## config.mk

```make
export PLATFORM = sky130hd
export DESIGN_NAME = turbo_encoder_par
export DESIGN_NICKNAME = d
export VERILOG_FILES = /design/src/rtl/turbo_encoder_par.sv
export SDC_FILE = /design/constraint.sdc
export NUM_CORES = 1
export LEC_CHECK = 0
export BUFFER_PORTS_ARGS = -buffer_cell sky130_fd_sc_hd__buf_2
export CAP_MARGIN = 30
export CORE_AREA = 2 2 68 134
export CTS_CLUSTER_SIZE = 30
export DETAILED_ROUTE_END_ITERATION = 10
export DIE_AREA = 0 0 70 136
export PLACE_DENSITY = 0.7
export SLEW_MARGIN = 20
export SYNTH_ARGS = -nofsm -noshare
export SYNTH_HDL_FRONTEND = slang
export SYNTH_SLANG_ARGS = --single-unit
```

## constraint.sdc

```tcl
create_clock -name clk -period 4.7 [get_ports clk]
set_clock_uncertainty 0.05 [all_clocks]
set_input_delay 0.94 -clock clk [delete_from_list [all_inputs] [get_ports clk]]
set_output_delay 0.94 -clock clk [all_outputs]
set_load 0.005 [all_outputs]
```

## src/rtl/turbo_encoder_par.sv

```systemverilog
// Parallel-concatenated turbo encoder: one block of BLOCK_LEN bits is buffered,
// then streamed as (x, z1, z2) beats through two 8-state RSC encoders, the
// second fed via an additive-step interleaver, followed by 3 trellis
// termination beats. Optional rate-1/2 puncturing of the parity pair.
module turbo_encoder_par #(
  parameter int BLOCK_LEN = 40,
  parameter int IDX_W     = 6,
  parameter int INTLV_A   = 13
) (
  input  logic clk,
  input  logic rst_N,
  input  logic in_bit,
  input  logic in_valid,
  output logic in_ready,
  input  logic rate_half,
  output logic out_sys,
  output logic out_p1,
  output logic out_p2,
  output logic out_valid,
  input  logic out_ready,
  output logic out_tail,
  output logic out_last
);

  typedef enum logic [1:0] {LOAD, ENCODE, TERM} state_e;

  localparam logic [IDX_W-1:0] LAST_IDX = IDX_W'(BLOCK_LEN - 1);
  localparam logic [IDX_W:0]   K_EXT    = (IDX_W+1)'(BLOCK_LEN);
  localparam logic [IDX_W:0]   A_EXT    = (IDX_W+1)'(INTLV_A);

  state_e           state_q, state_d;
  logic [IDX_W-1:0] wr_idx_q, wr_idx_d;
  logic [IDX_W-1:0] step_q, step_d;   // index of the beat currently on the output
  logic [IDX_W-1:0] pi_q, pi_d;       // pi(step_q)
  logic [2:0]       s1_q, s1_d, s2_q, s2_d;
  logic             punct_q, punct_d;
  logic [1:0]       term_q, term_d;   // tail beat index currently on the output
  logic             ov_q, ov_d, sys_q, sys_d, p1_q, p1_d, p2_q, p2_d;
  logic             tail_q, tail_d, last_q, last_d;

  logic             blk_q [BLOCK_LEN];

  // Interleaver and encoder datapath for the next beat to be produced
  logic [IDX_W:0]   pi_sum;
  logic [IDX_W-1:0] pi_nxt, rd_i, rd_p;
  logic             u1, u2, f1, f2, z1, z2;
  logic             tu1, tu2, tz1, tz2;

  assign pi_sum = {1'b0, pi_q} + A_EXT;
  assign pi_nxt = (pi_sum >= K_EXT) ? IDX_W'(pi_sum - K_EXT) : pi_sum[IDX_W-1:0];

  // From LOAD the next beat is step 0 (pi(0) = 0); otherwise step_q + 1
  assign rd_i = (state_q == LOAD) ? '0 : step_q + IDX_W'(1);
  assign rd_p = (state_q == LOAD) ? '0 : pi_nxt;

  assign u1 = blk_q[rd_i];
  assign u2 = blk_q[rd_p];
  assign f1 = u1 ^ s1_q[1] ^ s1_q[2];
  assign f2 = u2 ^ s2_q[1] ^ s2_q[2];
  assign z1 = f1 ^ s1_q[0] ^ s1_q[2];
  assign z2 = f2 ^ s2_q[0] ^ s2_q[2];

  // Termination input cancels the feedback, so f = 0 and the state drains
  assign tu1 = s1_q[1] ^ s1_q[2];
  assign tu2 = s2_q[1] ^ s2_q[2];
  assign tz1 = s1_q[0] ^ s1_q[2];
  assign tz2 = s2_q[0] ^ s2_q[2];

  assign in_ready  = (state_q == LOAD);
  assign out_valid = ov_q;
  assign out_sys   = sys_q;
  assign out_p1    = p1_q;
  assign out_p2    = p2_q;
  assign out_tail  = tail_q;
  assign out_last  = last_q;

  // Block buffer: written only while loading, no reset needed
  always_ff @(posedge clk) begin
    if (state_q == LOAD && in_valid) blk_q[wr_idx_q] <= in_bit;
  end

  // Next-state and output-beat generation; everything holds unless a
  // transfer (or the final load) lets the next beat be produced
  always_comb begin
    state_d  = state_q;
    wr_idx_d = wr_idx_q;
    step_d   = step_q;
    pi_d     = pi_q;
    s1_d     = s1_q;
    s2_d     = s2_q;
    punct_d  = punct_q;
    term_d   = term_q;
    ov_d     = ov_q;
    sys_d    = sys_q;
    p1_d     = p1_q;
    p2_d     = p2_q;
    tail_d   = tail_q;
    last_d   = last_q;
    unique case (state_q)
      LOAD: begin
        if (in_valid) begin
          wr_idx_d = wr_idx_q + IDX_W'(1);
          if (wr_idx_q == '0) punct_d = rate_half;
          if (wr_idx_q == LAST_IDX) begin
            // Step 0 only reads buf[0], already written, so beat 0 is
            // produced in the same cycle the last bit lands
            wr_idx_d = '0;
            state_d  = ENCODE;
            step_d   = '0;
            pi_d     = '0;
            ov_d     = 1'b1;
            sys_d    = u1;
            p1_d     = z1;
            p2_d     = punct_q ? 1'b0 : z2;
            tail_d   = 1'b0;
            last_d   = 1'b0;
            s1_d     = {s1_q[1:0], f1};
            s2_d     = {s2_q[1:0], f2};
          end
        end
      end
      ENCODE: begin
        if (ov_q && out_ready) begin
          if (step_q == LAST_IDX) begin
            state_d = TERM;
            term_d  = '0;
            sys_d   = tu1;
            p1_d    = tz1;
            p2_d    = tz2;
            tail_d  = 1'b1;
            last_d  = 1'b0;
            s1_d    = {s1_q[1:0], 1'b0};
            s2_d    = {s2_q[1:0], 1'b0};
          end else begin
            step_d = rd_i;
            pi_d   = rd_p;
            sys_d  = u1;
            p1_d   = (punct_q && rd_i[0]) ? z2 : z1;
            p2_d   = punct_q ? 1'b0 : z2;
            s1_d   = {s1_q[1:0], f1};
            s2_d   = {s2_q[1:0], f2};
          end
        end
      end
      TERM: begin
        if (ov_q && out_ready) begin
          if (term_q == 2'd2) begin
            state_d = LOAD;
            step_d  = '0;
            pi_d    = '0;
            term_d  = '0;
            ov_d    = 1'b0;
            sys_d   = 1'b0;
            p1_d    = 1'b0;
            p2_d    = 1'b0;
            tail_d  = 1'b0;
            last_d  = 1'b0;
          end else begin
            term_d = term_q + 2'd1;
            sys_d  = tu1;
            p1_d   = tz1;
            p2_d   = tz2;
            last_d = (term_q == 2'd1);
            s1_d   = {s1_q[1:0], 1'b0};
            s2_d   = {s2_q[1:0], 1'b0};
          end
        end
      end
      default: state_d = LOAD;
    endcase
  end

  // State register with asynchronous reset to an idle, empty LOAD
  always_ff @(posedge clk or negedge rst_N) begin
    if (!rst_N) begin
      state_q  <= LOAD;
      wr_idx_q <= '0;
      step_q   <= '0;
      pi_q     <= '0;
      s1_q     <= '0;
      s2_q     <= '0;
      punct_q  <= 1'b0;
      term_q   <= '0;
      ov_q     <= 1'b0;
      sys_q    <= 1'b0;
      p1_q     <= 1'b0;
      p2_q     <= 1'b0;
      tail_q   <= 1'b0;
      last_q   <= 1'b0;
    end else begin
      state_q  <= state_d;
      wr_idx_q <= wr_idx_d;
      step_q   <= step_d;
      pi_q     <= pi_d;
      s1_q     <= s1_d;
      s2_q     <= s2_d;
      punct_q  <= punct_d;
      term_q   <= term_d;
      ov_q     <= ov_d;
      sys_q    <= sys_d;
      p1_q     <= p1_d;
      p2_q     <= p2_d;
      tail_q   <= tail_d;
      last_q   <= last_d;
    end
  end

endmodule

```

==> results of run 1 <==
-- flip-flops by register name (all words and copies together), names as in the netlist --
signal     cells
blk_q         40
term_q         2
pi_q           6
out_p1         1
out_valid      1
out_sys        1
punct_q        1
s1_q           3
step_q         6
wr_idx_q       6
out_last       1
out_tail       1
state_q        2
out_p2         1
s2_q           3
-- power by group --
group          switching, W  internal, W
clock network      0.000258     0.000456
logic             0.0000108   0.00000157
registers                 0     0.000694
-- kinds of logic after synthesis --
family / Yosys count / share of synthesized area (%)
adders and majority gates: 10 / 2.76
and+or+nand+nor: 174 / 18.9
AOI/OAI and AO/OA: 108 / 17.3
buffers and inverters: 43 / 3.86
DFF: 75 / 45.8
muxes: 26 / 7.89
xor gates and xnor gates: 18 / 3.47
-- metrics by stage --
step	power (W)	utilization, %	hold WS [ps]	setup slack (ps)
floorplan	0.000707	-	408	1390
global placement	0.000719	54.3	422	1270
detailed placement	0.000720	54.3	435	1140
CTS	0.00143	58.0	449	1130
global route	0.00145	58.0	480	849
finish	0.00142	58.0	440	1130
-- cell usage in the layout, fill, tap and decap left out, types with 3 or more instances in the layout --
cell type,count
edfxtp_1,40
and2_1,6
inv_1,14
a211oi_1,3
buf_4,4
a211o_1,3
o21a_1,3
nand2_1,45
buf_2,12
o22ai_1,3
o21ai_0,22
clkbuf_16,9
nor4_1,6
ha_1,10
nor2b_1,3
nand2b_1,4
nand3_1,13
xnor2_1,14
a31oi_1,3
xor2_1,4
mux4_2,7
nand3b_1,3
clkbuf_8,3
mux2i_1,11
nor3_1,9
nor2_1,54
a21oi_1,17
mux2_2,8
nand4_1,5
or3_1,7
nor3b_1,3
a21o_1,3
o31ai_1,15
or2_2,4
dfrtp_1,35
nand4b_1,3
o211ai_1,3
-- metal layers --
metal / up-vias / global-route usage [%]
met5: - / 0
met4: 0 / 18.5
met3: 48 / 3.48
met2: 121 / 46.4
met1: 1740 / 22.8
li1: 1691 / -
-- layout make-up --
class	instances	area, um^2
Clock buffer	13	270
Clock inverter	3	45.0
Fill cell	755	3580
Inverter	15	56.3
Multi-Input combinational cell	336	2280
Sequential cell	75	2080
Tap cell	100	125
Timing Repair Buffer	16	90.1
-- worst min-delay path by stage --
| stage | startpoint | endpoint | slack (ps) |
|---|---|---|---|
| 2_1_floorplan | term_q[0]$_DFFE_PN0P_ | term_q[0]$_DFFE_PN0P_ | 410 |
| 3_3_place_gp | term_q[0]$_DFFE_PN0P_ | term_q[0]$_DFFE_PN0P_ | 420 |
| 3_5_place_dp | out_p2$_DFFE_PN0P_ | out_p2$_DFFE_PN0P_ | 440 |
| 4_1_cts | term_q[0]$_DFFE_PN0P_ | term_q[0]$_DFFE_PN0P_ | 450 |
| 5_1_grt | out_sys$_DFFE_PN0P_ | out_sys$_DFFE_PN0P_ | 480 |
| 6_report | term_q[0]$_DFFE_PN0P_ | term_q[0]$_DFFE_PN0P_ | 440 |
-- synth_stat cells, types with 4 or more instances --
cell | count | area share (%)
nor2_1 | 54 | 4.5
buf_1 | 5 | 0.41
a21oi_1 | 17 | 1.9
clkbuf_1 | 17 | 1.4
mux2i_1 | 11 | 2.4
nand3_1 | 13 | 1.4
nor4_1 | 6 | 0.83
xnor2_1 | 14 | 2.7
dfrtp_1 | 35 | 19
o31ai_1 | 15 | 2.5
nor3_1 | 9 | 0.99
buf_2 | 5 | 0.55
xor2_1 | 4 | 0.77
nand4_1 | 5 | 0.69
nand2b_1 | 4 | 0.55
mux4_2 | 7 | 3.5
inv_1 | 14 | 1.2
o21ai_0 | 22 | 2.4
and2_1 | 6 | 0.83
nand2_1 | 45 | 3.7
mux2_2 | 8 | 2.0
or2_2 | 4 | 0.55
or3_1 | 7 | 0.97
ha_1 | 10 | 2.8
edfxtp_1 | 40 | 26
-- worst max-delay path, delay by kind of cell, from the launching register on --
family,cells,cell delay [ps]
AOI/OAI and AO/OA,5,1280
xor gates and xnor gates,2,350
adders and majority gates,2,560
DFF,1,460
and+or+nand+nor,3,760
==> impl_metrics.yaml, run 1 <==
yosys:
  yosysSeqAreaShare_pct: 45.8
  synth.avg_cell_area_um2: 9.99
  yosysWarnings: 0
  ys_seq_elements: 75
  synth_nets: 470
  netlist_area_mm2: 0.00454
  synth_edf_count: 40
  synthCells: 454
  synth.distinct_cells: 70
  synth_ff_type: "edfxtp_1"
  synthArstFlopShare_pct: 46.7
clocking:
  cts_setup_buffers: 0
  cts_tree: "built"
  cts_root_buf: "clkbuf_16"
  clk_latency_ps: 330
  cts_buffer_depth: 2
  cts_sinks: 75
  cts_resized: 0
  clkTransAtPathRegs_ps: 60
  holdBufCountCts: 0
  cts_htree_levels: 3
  cts-buffers-inserted: 9
drt:
  met3_length_um: 326
  dr.pass1.iters: 5
  ant_nets: 0
  vias: 3600
  drc: 0
  wl_met1_mm: 3.66
  via_per_inst: 6.45
  drt_iter0_drc: 264
  wl_per_cell_um: 19.4
  dr_wl_met2_mm: 6.11
  dr.max_layer_used: "met4"
  routed_wl_mm: 10.8
worst_setup_path:
  start_kind: "flip-flop"
  criticalPathCategory: "reg -> reg"
  reg2reg_setup_slack_ps: 1130
  reg2regPathDepth: 12
  crit_arrival_ps: 3760
  crit_end: "out_p2$_DFFE_PN0P_"
  r2r_start: "pi_q[1]$_DFFE_PN0P_"
  cp.required_ps: 4890
  rr_endpoint: "out_p2$_DFFE_PN0P_"
  crit_start: "pi_q[1]$_DFFE_PN0P_"
  crit_path_max_incr_delay_ps: 460
  critPathMaxFanout: 9
  crit_chain: "ha_1 -> or3_1 -> xnor2_1 -> ha_1 -> nor2b_1 -> nor3_1 -> a211o_1 -> a2111o_1 -> o2111ai_1 -> o311ai_4 -> xnor2_1 -> o41ai_2"
  endpoint_kind: "flip-flop"
  crit_slowest_cell: "dfrtp_1"
worst_hold_path:
  hp-class: "reg -> reg"
  hold_depth: 1
floorplan:
  top_level_ports: 13
  coreArea_mm2: 0.00853
  dieWidth_um: 70
  die_h_um: 136
  initial_core_util_pct: 53.2
  die-area_mm2: 0.00952
  core.rowCount: 48
timing:
  slew_headroom_pct: 44.5
  post-route-min-period_ps: 3570
  worst_pin_slew_ps: 833
  tns_ps: 0
  fin_crit_sh_pct: 76.1
  report.final.slew_viol_count: 0
  max_freq_ghz: 0.280
  setup_violations: 0
  hold_violations: 0
  grt_setup_unrepaired: "no"
job:
  maxCapViolations: 0
pwr:
  vdd_drop_max_mv: 0.205
  pwr_density_cell_mw_per_mm2: 287
  p_leak_nw: 1.80
placement:
  place_area_mm2: 0.00463
  dp_hpwl_mm: 8.29
  io_buffers: 12
  place_congestion: 0.900
  dp.cells: 542
layout:
  layout.cells.non_filler: 558
  drive_above_1_share_pct: 12.7
  syn2layout_area_growth_pct: 9.07
  final_area_mm2: 0.00495
  finalNetCount: 469
  n_antenna_cell: 0
grt:
  grt_usage_pct: 24.4
  grt_max_degree: 41
  grt_pass1_wl_mm: 18.0
  grt_pass1_vias: 3678
  grt-ovfl-total: 0
  antenna_found_initial: 0
outcome:
  status: "complete, no violations"
(Power assumes the default switching activity.)
==> run 2: changes to the inputs <==
==> constraint.sdc (replaced) <==
create_clock -name clk -period 3.4 [get_ports clk]
set_clock_uncertainty 0.05 [all_clocks]
set_input_delay 0.68 -clock clk [delete_from_list [all_inputs] [get_ports clk]]
set_output_delay 0.68 -clock clk [all_outputs]
set_load 0.005 [all_outputs]
==> run 2 against run 1 <==
Against the previous run:
- fmax up 13%
- sequential share of layout area is 1.2 points lower
- total power is 35% higher
- clock power grew 32%
- design area increased by 3.1%
- final cell count up 3.0%
- clock-buffer cell count down 3
- core utilization rose by 1.8 points
- die area is the same
- flip-flop and latch count stayed put
- register-to-register slack worse by 890 ps
- non-clock buffer count rose by 17
- critical path type unchanged
- highest routed layer unchanged
==> impl_metrics.yaml, run 2 (synthesis gave the netlist of run 1 again) <==
floorplan:
  top_level_ports: 13
  coreArea_mm2: 0.00853
  die_h_um: 136
  initial_core_util_pct: 53.2
  core.rowCount: 48
  die-area_mm2: 0.00952
  dieWidth_um: 70
clocking:
  cts_sinks: 75
  clkTransAtPathRegs_ps: 60
  cts_tree: "built"
  cts_htree_levels: 3
  cts_buffer_depth: 2
  cts-buffers-inserted: 9
  clk_latency_ps: 330
  cts_root_buf: "clkbuf_16"
worst_setup_path:
  cp.required_ps: 3580
  crit_chain: "ha_1 -> or3_1 -> xnor2_1 -> ha_2 -> nor2b_2 -> nor3_1 -> a211o_1 -> nor3_4 -> nor3_2 -> o311ai_4 -> xnor2_1 -> o41ai_2"
  crit_path_max_incr_delay_ps: 380
  critPathMaxFanout: 7
  endpoint_kind: "flip-flop"
  start_kind: "flip-flop"
  crit_family: "simple AND/OR/NAND/NOR gates"
  crit_top_cell: "xnor2_1"
  crit_arrival_ps: 3350
  criticalPathCategory: "reg -> reg"
  crit_buf_inv: 0
  crit_slowest_cell: "dfrtp_1"
drt:
  dr.pass1.iters: 5
  wl_per_cell_um: 19.7
  via_per_inst: 6.37
  drt_iter0_drc: 218
  ant_nets: 0
  routed_wl_mm: 11.3
  vias: 3662
  drc: 0
pwr:
  vdd_drop_max_mv: 0.243
  power_w: 0.00192
  p_leak_nw: 1.88
  pwr_density_cell_mw_per_mm2: 376
grt:
  grt_max_degree: 41
  grt_pass1_vias: 3732
  grt-ovfl-total: 0
  antenna_found_initial: 0
  grt_pass1_wl_mm: 18.4
  grt_usage_pct: 25.3
timing:
  hold_violations: 0
  setup_violations: 0
  worst_pin_slew_ps: 845
  slew_headroom_pct: 43.7
  post-route-min-period_ps: 3160
  fin_crit_sh_pct: 93.0
  max_freq_ghz: 0.316
  fin_hold_ws_ps: 404
  report.final.slew_viol_count: 0
  tns_ps: 0
  grt_setup_unrepaired: "no"
layout:
  finalNetCount: 486
  largest_reg_flops: 40
  multi_input_area_mm2: 0.00233
  final_area_mm2: 0.00510
  layout_common_cells: "54 x nor2_1, 45 x nand2_1, 40 x edfxtp_1, 35 x dfrtp_1"
  seqCellArea_mm2: 0.00208
  nFillCells: 714
  mostFrequentLayoutCell: "nor2_1"
  top_register: "blk_q"
  syn2layout_area_growth_pct: 12.4
  drive_above_1_share_pct: 17.3
  n_antenna_cell: 0
worst_hold_path:
  hp-class: "in -> async"
placement:
  io_buffers: 12
  place_congestion: 0.929
  place_area_mm2: 0.00476
  dp_hpwl_mm: 8.59
outcome:
  status: "complete, no violations"
job:
  maxCapViolations: 0
## run 2: cell count changes in the layout (fill, tap and decap cells not counted), sizes merged
cell	change
buf	+17
clkbuf	-3
clkinv	+2
clkinvlp	+1
## run 2: final timing paths
kind / startpoint / to / slack [ps] / cells past startpoint
worst min-delay path: rst_N / out_sys$_DFFE_PN0P_ / 400 / 1
min in group clk: out_sys$_DFFE_PN0P_ / out_sys$_DFFE_PN0P_ / 440 / 1
worst min register to register: out_sys$_DFFE_PN0P_ / out_sys$_DFFE_PN0P_ / 440 / 1
worst max register to register: pi_q[0]$_DFFE_PN0P_ / out_p2$_DFFE_PN0P_ / 240 / 12
worst max-delay path: pi_q[0]$_DFFE_PN0P_ / out_p2$_DFFE_PN0P_ / 240 / 12
max in group asynchronous: rst_N / wr_idx_q[2]$_DFFE_PN0P_ / 2360 / 1
## run 2: power by group
group | internal [W] | switching (W) | total (W)
Sequential | 0.000959 | 0 | 0.000959
Clock | 0.000569 | 0.000371 | 0.000941
Combinational | 0.00000217 | 0.0000152 | 0.0000174
## run 2: area by class of cell
class                   instances  share of cell area, %
well taps                     100                   2.45
repair buffers                 33                   4.27
inverters                      15                   1.10
clock inverters                 6                   1.28
flip-flops and latches         75                   40.7
clock buffers                  10                   4.49
multi-input cells             336                   45.7
## run 2: metrics by stage
stage	std cells	setup WS [ps]	utilization, %
2_1_floorplan	454	89.0	-
3_3_place_gp	559	153	55.8
3_5_place_dp	559	69.6	55.8
4_1_cts	575	28.0	59.3
5_1_grt	575	21.8	59.8
6_report	575	237	59.8
## run 2: metal layers
layer,wire [um],track usage (%),up-vias
li1,-,-,1725
met1,3890,23.7,1786
met2,6610,49.5,109
met3,307,4.08,42
met4,507,15.3,0
met5,0,0,-
## run 2: repair_timing
| item | 4_1_cts | 5_1_grt |
|---|---|---|
| buffers inserted | 0 | 0 |
| endpoints found under the setup margin | 0 | 3 |
| gates resized for setup | 0 | 9 |
| hold buffers | 0 | 0 |
